### config.mk
export PLATFORM = sky130hd
export DESIGN_NAME = rr_arbiter_4_v
export DESIGN_NICKNAME = d
export VERILOG_FILES = /design/src/rtl/rr_arbiter_4_v_pkg.sv /design/src/rtl/rr_arbiter_4_v_enc.sv /design/src/rtl/rr_arbiter_4_v.sv
export SDC_FILE = /design/constraint.sdc
export NUM_CORES = 1
export LEC_CHECK = 0
export ABC_AREA = 1
export CAP_MARGIN = 30
export CELL_PAD_IN_SITES_DETAIL_PLACEMENT = 0
export CELL_PAD_IN_SITES_GLOBAL_PLACEMENT = 1
export CORE_MARGIN = 5
export CORE_UTILIZATION = 37
export DETAILED_ROUTE_END_ITERATION = 8
export PLACE_DENSITY = 0.79
export SLEW_MARGIN = 40
export SYNTH_ARGS = -nofsm -noshare
export SYNTH_HDL_FRONTEND = slang
export SYNTH_SLANG_ARGS = --single-unit
### constraint.sdc
create_clock -name i_clk -period 2.15 [get_ports i_clk]
set_clock_uncertainty 0.1 [all_clocks]
set_input_delay 0.43 -clock i_clk [delete_from_list [all_inputs] [get_ports i_clk]]
set_output_delay 0.43 -clock i_clk [all_outputs]
set_load 0.02 [all_outputs]
### src/rtl/rr_arbiter_4_v_pkg.sv
// Shared constants, FSM state type and one-hot helper for the 4-way round-robin arbiter.
// Pure declarations; no latency and no backpressure.
// Imported by the arbiter top and its priority encoder.
package rr_arbiter_4_v_pkg;

  localparam int N_REQ  = 4;
  localparam int CODE_W = 2;

  typedef enum logic {
    ST_IDLE  = 1'b0,
    ST_GRANT = 1'b1
  } state_t;

  function automatic logic [N_REQ-1:0] to_onehot(input logic [CODE_W-1:0] code);
    to_onehot       = '0;
    to_onehot[code] = 1'b1;
  endfunction

endpackage

### src/rtl/rr_arbiter_4_v_enc.sv
// 4:2 priority encoder; the highest set input bit wins.
// Purely combinational, zero latency.
// No backpressure; o_valid is low when no input bit is set.
module priority_enc_4_2_v
  import rr_arbiter_4_v_pkg::*;
(
  input  logic [N_REQ-1:0]  i_code,
  output logic [CODE_W-1:0] o_code,
  output logic              o_valid
);

  always_comb begin
    o_code = '0;
    for (int i = 0; i < N_REQ; i++) begin
      if (i_code[i]) o_code = CODE_W'(i);
    end
  end

  assign o_valid = |i_code;

endmodule

### src/rtl/rr_arbiter_4_v.sv
// Four-requester round-robin arbiter with grant hold until done, withdrawal or hold timeout.
// Grant visible one cycle after a request is sampled in IDLE; release clears outputs at the next edge.
// Requesters hold i_req until served; at least one idle cycle separates consecutive grants.
module rr_arbiter_4_v
  import rr_arbiter_4_v_pkg::*;
#(
  parameter int HOLD_MAX = 15,
  parameter int CNT_W    = 4
) (
  input  logic              i_clk,
  input  logic              i_rst_n,
  input  logic [N_REQ-1:0]  i_req,
  input  logic              i_done,
  output logic [N_REQ-1:0]  o_gnt,
  output logic [CODE_W-1:0] o_gnt_code,
  output logic              o_gnt_valid,
  output logic              o_timeout
);

  localparam logic [CNT_W-1:0] HOLD_LAST = CNT_W'(HOLD_MAX - 1);

  state_t              state;
  logic [CODE_W-1:0]   ptr;
  logic [CNT_W-1:0]    cnt;
  logic [N_REQ-1:0]    rot_req;
  logic [CODE_W-1:0]   src;
  logic [CODE_W-1:0]   enc_code;
  logic                enc_valid;
  logic [CODE_W-1:0]   win;
  logic                withdraw;
  logic                hold_hit;
  logic                release_now;

  // Rotate so requester ptr lands on bit 3, ptr-1 on bit 2, and so on.
  always_comb begin
    rot_req = '0;
    src     = '0;
    for (int j = 0; j < N_REQ; j++) begin
      src        = ptr + CODE_W'(j) + CODE_W'(1);
      rot_req[j] = i_req[src];
    end
  end

  priority_enc_4_2_v u_enc (
    .i_code  (rot_req),
    .o_code  (enc_code),
    .o_valid (enc_valid)
  );

  assign win         = enc_code + ptr + CODE_W'(1);
  assign withdraw    = ~i_req[o_gnt_code];
  assign hold_hit    = (HOLD_MAX != 0) && (cnt == HOLD_LAST);
  assign release_now = i_done || withdraw || hold_hit;

  always_ff @(posedge i_clk or negedge i_rst_n) begin
    if (!i_rst_n) begin
      state       <= ST_IDLE;
      ptr         <= CODE_W'(3);
      cnt         <= '0;
      o_gnt       <= '0;
      o_gnt_code  <= '0;
      o_gnt_valid <= 1'b0;
      o_timeout   <= 1'b0;
    end else begin
      o_timeout <= 1'b0;
      case (state)
        ST_IDLE: begin
          if (enc_valid) begin
            state       <= ST_GRANT;
            cnt         <= '0;
            o_gnt       <= to_onehot(win);
            o_gnt_code  <= win;
            o_gnt_valid <= 1'b1;
          end
        end
        ST_GRANT: begin
          cnt <= cnt + CNT_W'(1);
          if (release_now) begin
            state       <= ST_IDLE;
            ptr         <= o_gnt_code - CODE_W'(1);
            o_gnt       <= '0;
            o_gnt_code  <= '0;
            o_gnt_valid <= 1'b0;
            // Timeout pulse only when the counter alone forced the release.
            o_timeout   <= hold_hit && !i_done && !withdraw;
          end
        end
        default: state <= ST_IDLE;
      endcase
    end
  end

endmodule

==> reports/results.ini, run 1 <==
[synth]
yosysWarnings = 0
synth_area_leaders = dfrtp_1 (35%), nand2_1 (20%), nand3_1 (7.4%)
synth.avg_cell_area_sq_um = 7.598
syn_area_sq_um = 942.2
syn-num-nets = 134
synth-main-ff-cell = dfrtp_1
yosysMostFrequentCell = nand2_1
yosys.area.top_type_share_pct = 34.53
synth_cells = 124
synth_area_leader_cell = dfrtp_1
ys_types = 28
synthTopCellsByCount = nand2_1 (49), nand3_1 (14), dfrtp_1 (13)
async_flop_share_pct = 100.0
synth-seq-cells = 15
synth_edf_count = 0
ys_seq_area_share_pct = 40.11

[global_routing]
grt-ovfl-total = 0
grt.total_usage_pct = 11.95
grt_antenna_before_repair = 0
grt_max_degree = 16
grt_pass1_wl_um = 3339
grt_pass1_vias = 784

[detailed_routing]
viasPerCell = 4.705
vias = 828
ant_nets = 0
routed_wl_um = 1875
firstDrtPassIters = 4
wl_per_cell_um = 10.65
drc = 0
drtIter0Drc = 11

[power_and_ir_drop]
cell_internal_pwr_mw = 0.9488
p_leak_nw = 0.6050
power_frac_comb_pct = 61.1
pwr-share-clk_pct = 8.9
power_density_nw_per_um2 = 1549
vdd_drop_max_uv = 735.7
p_switching_mw = 0.8732
seq_power_share_pct = 30.0
switching_share_pct = 47.93

[critical_path]
crit_top_cell = nand2_1
path_delay_family = flip-flops
path_buf_inv = 2
start_kind = flip-flop
cpPeakStageDelay_ns = 0.65
crit_type = reg -> reg
cp_cell_sequence = inv_4, nand2_1, nand2_1, nand2_1, nand2_2, a21boi_0, ha_1, inv_1, nand3_1, nand2_1, nand3_1, nand2_1
cp_slowest_cell = dfstp_2
endpoint_kind = flip-flop
crit_fanout = 10
cp.arrival_ns = 2.03
crit_required_ns = 2.23

[sta]
tns_ns = 0
clock.fmax_ghz = 0.5146
tightest_slew_ns = 0.2588
setup-violations-final = 0
slew_headroom_pct = 82.74
period_share_pct = 90.39
hold_viol_final = 0
final_max_slew_viol_count = 0
timing.final.crit_period_ns = 1.943
rsz0062_at_grt = no

[clock_tree]
cts_sinks = 15
ctsRootBufferMaster = clkbuf_4
cts_tree = built
cts-buffers-inserted = 3
clk_pin_slew_ns = 0.09
ctsHtreeMaxLevel = 1
clkLatencyLatePin_ns = 0.28
cts_setup_buffers = 0
cts.path.max_buffers = 2
cts_resized = 0
postCtsHoldBufs = 0

[floorplanning]
die_y_um = 60.46
chipWidth_um = 60.46
rows = 18
core_area_sq_um = 2455
start_util_pct = 38.38
die-area_sq_um = 3655
io_pins = 15

[hold_path]
hp-class = in -> async

[final_layout]
design_area_sq_um = 1176
drive_gt1_share_pct = 17.12
insertedDiodeCount = 0
fillCellCount = 252
fin_util_pct = 47.91
syn_to_final_growth_pct = 24.83
nNetsFinal = 157

[placement]
port_buffers = 14
place_area_sq_um = 1150
hpwl_um = 1449
gp_congestion = 0.7662

[run_status]
outcome = completed

[job]
maxCapViolCount = 0

## cell type report
type	count	area (sq um)	area share [%]
Multi-Input combinational cell	94	494.2	42.02
Clock buffer	4	26.28	2.234
Tap cell	30	37.54	3.191
Inverter	12	47.55	4.043
Timing Repair Buffer	21	192.7	16.38
Sequential cell	15	377.9	32.13
## worst paths after layout
check                                 start           to  slack (ns)  cells after the start
worst min-delay path                i_rst_n     o_gnt[2]        0.35                      2
max in group asynchronous           i_rst_n       ptr[1]        1.36                      2
min in group i_clk              o_gnt_valid  o_gnt_valid        0.38                      2
worst max-delay path                 ptr[0]     o_gnt[2]        0.21                     12
worst max register to register       ptr[0]     o_gnt[2]        0.21                     12
worst min register to register  o_gnt_valid  o_gnt_valid        0.38                      2
## metal layers
| metal | GRT usage (%) | up-vias | routed length (um) |
|---|---|---|---|
| li1 | - | 442 | - |
| met1 | 16.38 | 369 | 942 |
| met2 | 18.98 | 15 | 797 |
| met3 | 2.553 | 2 | 113 |
| met4 | 3.715 | 0 | 22 |
| met5 | 0 | - | 0 |
## stage by stage
| step | power (mW) | worst slack [ns] | instances | hold slack (ns) |
|---|---|---|---|---|
| floorplan | 1.368 | 0.3546 | 124 | 0.03441 |
| CTS | 1.846 | 0.1965 | 176 | 0.3533 |
| finish | 1.822 | 0.2066 | 176 | 0.3480 |
| global placement | 1.665 | -0.04682 | 172 | 0.3571 |
| global route | 2.005 | 0.04692 | 176 | 0.3745 |
| detailed placement | 1.679 | -0.07172 | 172 | 0.3625 |
## cells by family (layout without fill, tap and decap cells)
family	after synthesis	in the layout	share of synthesized area, %
xor gates and xnor gates	2	2	1.860
AOI/OAI and AO/OA	14	14	8.898
adders and majority gates	3	3	3.984
DFF	15	15	40.11
and+or+nand+nor	75	75	37.72
buffers and inverters	15	37	7.437
## flip-flops by register name, indices dropped and copies added, names as in the netlist
signal / cells
cnt: 4
o_gnt: 4
o_gnt_code: 2
o_gnt_valid: 1
o_timeout: 1
ptr: 2
state: 1
## power by group through the flow
stage               sequential [mW]  combinational [mW]  clock, mW
finish                        0.546                1.11      0.162
CTS                           0.548                1.13      0.166
detailed placement            0.552                1.13          0
global route                  0.571                1.25      0.180
floorplan                     0.540               0.828          0
global placement              0.553                1.11          0
## cell usage in the layout (no fill, tap or decap), types with 5 or more instances in the layout
master	Yosys	layout
buf_4	1	7
clkdlybuf4s50_1	0	14
dfrtp_1	13	13
inv_1	8	8
nand2_1	49	49
nand3_1	14	14
o21ai_1	5	5
(Power assumes the default switching activity.)
==> inputs of run 2 (changes only) <==
--- a/config.mk
+++ b/config.mk
@@ -5,12 +5,11 @@
 export SDC_FILE = /design/constraint.sdc
 export NUM_CORES = 1
 export LEC_CHECK = 0
-export ABC_AREA = 1
 export CAP_MARGIN = 30
 export CELL_PAD_IN_SITES_DETAIL_PLACEMENT = 0
 export CELL_PAD_IN_SITES_GLOBAL_PLACEMENT = 1
 export CORE_MARGIN = 5
-export CORE_UTILIZATION = 37
+export CORE_UTILIZATION = 39
 export DETAILED_ROUTE_END_ITERATION = 8
 export PLACE_DENSITY = 0.79
 export SLEW_MARGIN = 40
==> run 2 against run 1 <==
- critical path depth down 5
- utilization up 8.6 points
- first-iteration DRC count down 73%
- count of clock-buffer cells in the layout is the same
==> reports/results.ini, run 2 <==
[synth]
synth_edf_count = 0  ; unchanged
ys_types = 36  ; +29%
syn_area_sq_um = 843.3  ; -10%
yosys.area.top_type_share_pct = 38.58  ; +4.0 points
synth_cells = 76  ; -39%
synth-seq-cells = 15  ; unchanged
synth.avg_cell_area_sq_um = 11.10  ; +46%
synth_area_leader_cell = dfrtp_1
async_flop_share_pct = 100.0  ; unchanged
synthTopCellsByCount = dfrtp_1 (13), nand2_1 (6), inv_1 (5), o21ai_0 (5), nor2_1 (4)
ys_seq_area_share_pct = 44.81  ; +4.7 points
yosysMostFrequentCell = dfrtp_1
synth-main-ff-cell = dfrtp_1
syn-num-nets = 86  ; -36%
yosysWarnings = 0  ; unchanged
synth_area_leaders = dfrtp_1 (39%), dfstp_2 (6.2%), ha_1 (4.5%)

[floorplanning]
rows = 16  ; -2
die_y_um = 56.50  ; -6.5%
core_area_sq_um = 2002  ; -18%
chipWidth_um = 56.50  ; -6.5%
io_pins = 15  ; unchanged
die-area_sq_um = 3192  ; -13%
start_util_pct = 42.13  ; +3.7 points

[critical_path]
cp_slowest_cell = clkdlybuf4s50_1
crit_required_ns = 2.26  ; +0.03 ns
cp_cell_sequence = clkdlybuf4s50_1, inv_1, a311oi_1, a21oi_1, ha_1, or3_1, o2bb2ai_2
path_buf_inv = 2  ; unchanged
rr_startpoint = ptr[1]
crit_cells = 7  ; -5
worstSetupStartpoint = i_req[2]
crit_fanout = 3  ; -7
start_kind = input port
cp.arrival_ns = 2.15  ; +0.12 ns
reg2reg_to = o_gnt[1]
crit_type = in -> reg
rrSetupSlack_ns = 0.20  ; about the same
reg2reg_depth = 7  ; -5
path_delay_family = buffers and inverters
endpoint_kind = flip-flop
cpPeakStageDelay_ns = 0.53  ; -0.12 ns

[clock_tree]
cts.path.max_buffers = 2  ; unchanged
clk_pin_slew_ns = 0.09  ; about the same
cts_tree = built
cts_sinks = 15  ; unchanged
ctsHtreeMaxLevel = 1  ; unchanged
cts-buffers-inserted = 3  ; unchanged
clkLatencyLatePin_ns = 0.28  ; about the same
ctsRootBufferMaster = clkbuf_4

[power_and_ir_drop]
power_density_nw_per_um2 = 1382  ; -11%
vdd_drop_max_uv = 718.3  ; -2.4%
p_total_mw = 1.564  ; -14%
p_leak_nw = 0.5247  ; -13%

[final_layout]
design_area_sq_um = 1131  ; -3.8%
drive_gt1_share_pct = 27.18  ; +10 points
final_common_cell = dfrtp_1
fin_util_pct = 56.50  ; +8.6 points
final_cells = 130  ; -26%
final_cell_mix = dfrtp_1 (13), clkdlybuf4s50_1 (12), buf_4 (9)
syn_to_final_growth_pct = 34.12
nNetsFinal = 114  ; -27%
insertedDiodeCount = 0  ; unchanged
reg_top3 = cnt x4, o_gnt x4

[hold_path]
worstHoldStart = o_gnt_valid
hold_depth = 1
hp-class = reg -> reg
hold_end = o_gnt_valid

[placement]
place_area_sq_um = 1085  ; -5.7%
hpwl_um = 1300  ; -10%
dp_cells = 126  ; -27%
gp_congestion = 0.7623  ; -0.51%
pre_cts_ws_ns = -0.2841  ; -0.2124 ns
port_buffers = 14  ; unchanged

[global_routing]
grt_antenna_before_repair = 0  ; unchanged
grt_pass1_vias = 684  ; -13%
grt.total_usage_pct = 11.30  ; -0.65 points
grt-ovfl-total = 0  ; unchanged
grt_max_degree = 16  ; unchanged
grt_pass1_wl_um = 2967  ; -11%

[run_status]
outcome = completed

[sta]
clock.fmax_ghz = 0.4893  ; -4.9%
tns_ns = 0  ; unchanged
tightest_slew_ns = 0.6582  ; +0.3994 ns
hold_viol_final = 0  ; unchanged
period_share_pct = 95.05  ; +4.7 points
rsz0062_at_grt = no
final_max_slew_viol_count = 0  ; unchanged
timing.final.crit_period_ns = 2.044  ; +0.1002 ns
slew_headroom_pct = 55.98  ; -27 points
worst_slack_ns = 0.1064  ; -0.1002 ns
setup-violations-final = 0  ; unchanged
timing.hold.ws_ns = 0.3900  ; +0.04200 ns

[detailed_routing]
viasPerCell = 5.115  ; +8.7%
top_layer_used = met4
dr_wl_met2_um = 845  ; +6.0%
vias = 665  ; -20%
firstDrtPassIters = 4  ; unchanged
wl_met3_um = 73  ; -35%
ant_nets = 0  ; unchanged
routed_wl_um = 1745  ; -6.9%
drc = 0  ; unchanged
wl_per_cell_um = 13.42  ; +26%
drtIter0Drc = 3  ; -8
m1WireLength_um = 800  ; -15%

[job]
maxCapViolCount = 0  ; unchanged

-- run 2: cell count changes after synthesis, sizes merged, moves of 2 or more --
cell	previous run	this run
a21o	0	2
buf	2	0
nand3	14	1
a21boi	2	0
a22o	0	2
nor2b	0	3
inv	12	5
nand2	53	6
o2bb2ai	0	2
nand4	2	0
mux2	0	3
-- run 2: worst max-delay path by stage --
stage | endpoint | slack (ns)
finish | o_gnt[1] | 0.11
global route | o_gnt[1] | 0.004
CTS | o_gnt[1] | 0.008
detailed placement | o_gnt[1] | -0.28
global placement | o_gnt[1] | -0.25
floorplan | o_gnt[1] | 0.18
-- run 2: logic make-up after synthesis --
| group | share of synthesized area [%] |
|---|---|
| muxes | 4.450 |
| DFF | 44.81 |
| xor gates and xnor gates | 5.046 |
| buffers and inverters | 2.226 |
| AOI/OAI and AO/OA | 23.29 |
| and+or+nand+nor | 15.73 |
| adders and majority gates | 4.452 |
-- run 2: final cells by class --
type                            count  area, sq um
Multi-Input combinational cell     56        461.7
Fill cell                         184        870.8
Clock buffer                        4        26.28
Sequential cell                    15        377.9
Tap cell                           27        33.78
Timing Repair Buffer               23        212.7
Inverter                            5        18.77
-- run 2: report_power, final --
group          internal (mW)  switching [mW]  total (mW)
Clock                 0.0719          0.0857       0.158
Sequential             0.408           0.128       0.535
Combinational          0.441           0.430       0.871
-- run 2: worst reg2reg max path, stage by stage (launching register included) --
cell	delay [ns]
dfstp_2	0.54
or2b_1	0.11
a21oi_2	0.05
a311oi_1	0.20
a21oi_1	0.07
ha_1	0.33
or3_1	0.34
o2bb2ai_2	0.14
-- run 2: timing repair --
item	CTS	global route
endpoints found under the setup margin	1	4
setup buffers	0	0
gates resized for setup	0	5
hold buffers	0	0
pin swaps	2	5
gates cloned	0	0
-- run 2: per-layer routing --
| layer | GRT usage (%) | vias to the layer above |
|---|---|---|
| li1 | - | 326 |
| met1 | 14.61 | 319 |
| met2 | 18.48 | 16 |
| met3 | 2.294 | 4 |
| met4 | 4.068 | 0 |
| met5 | 0 | - |
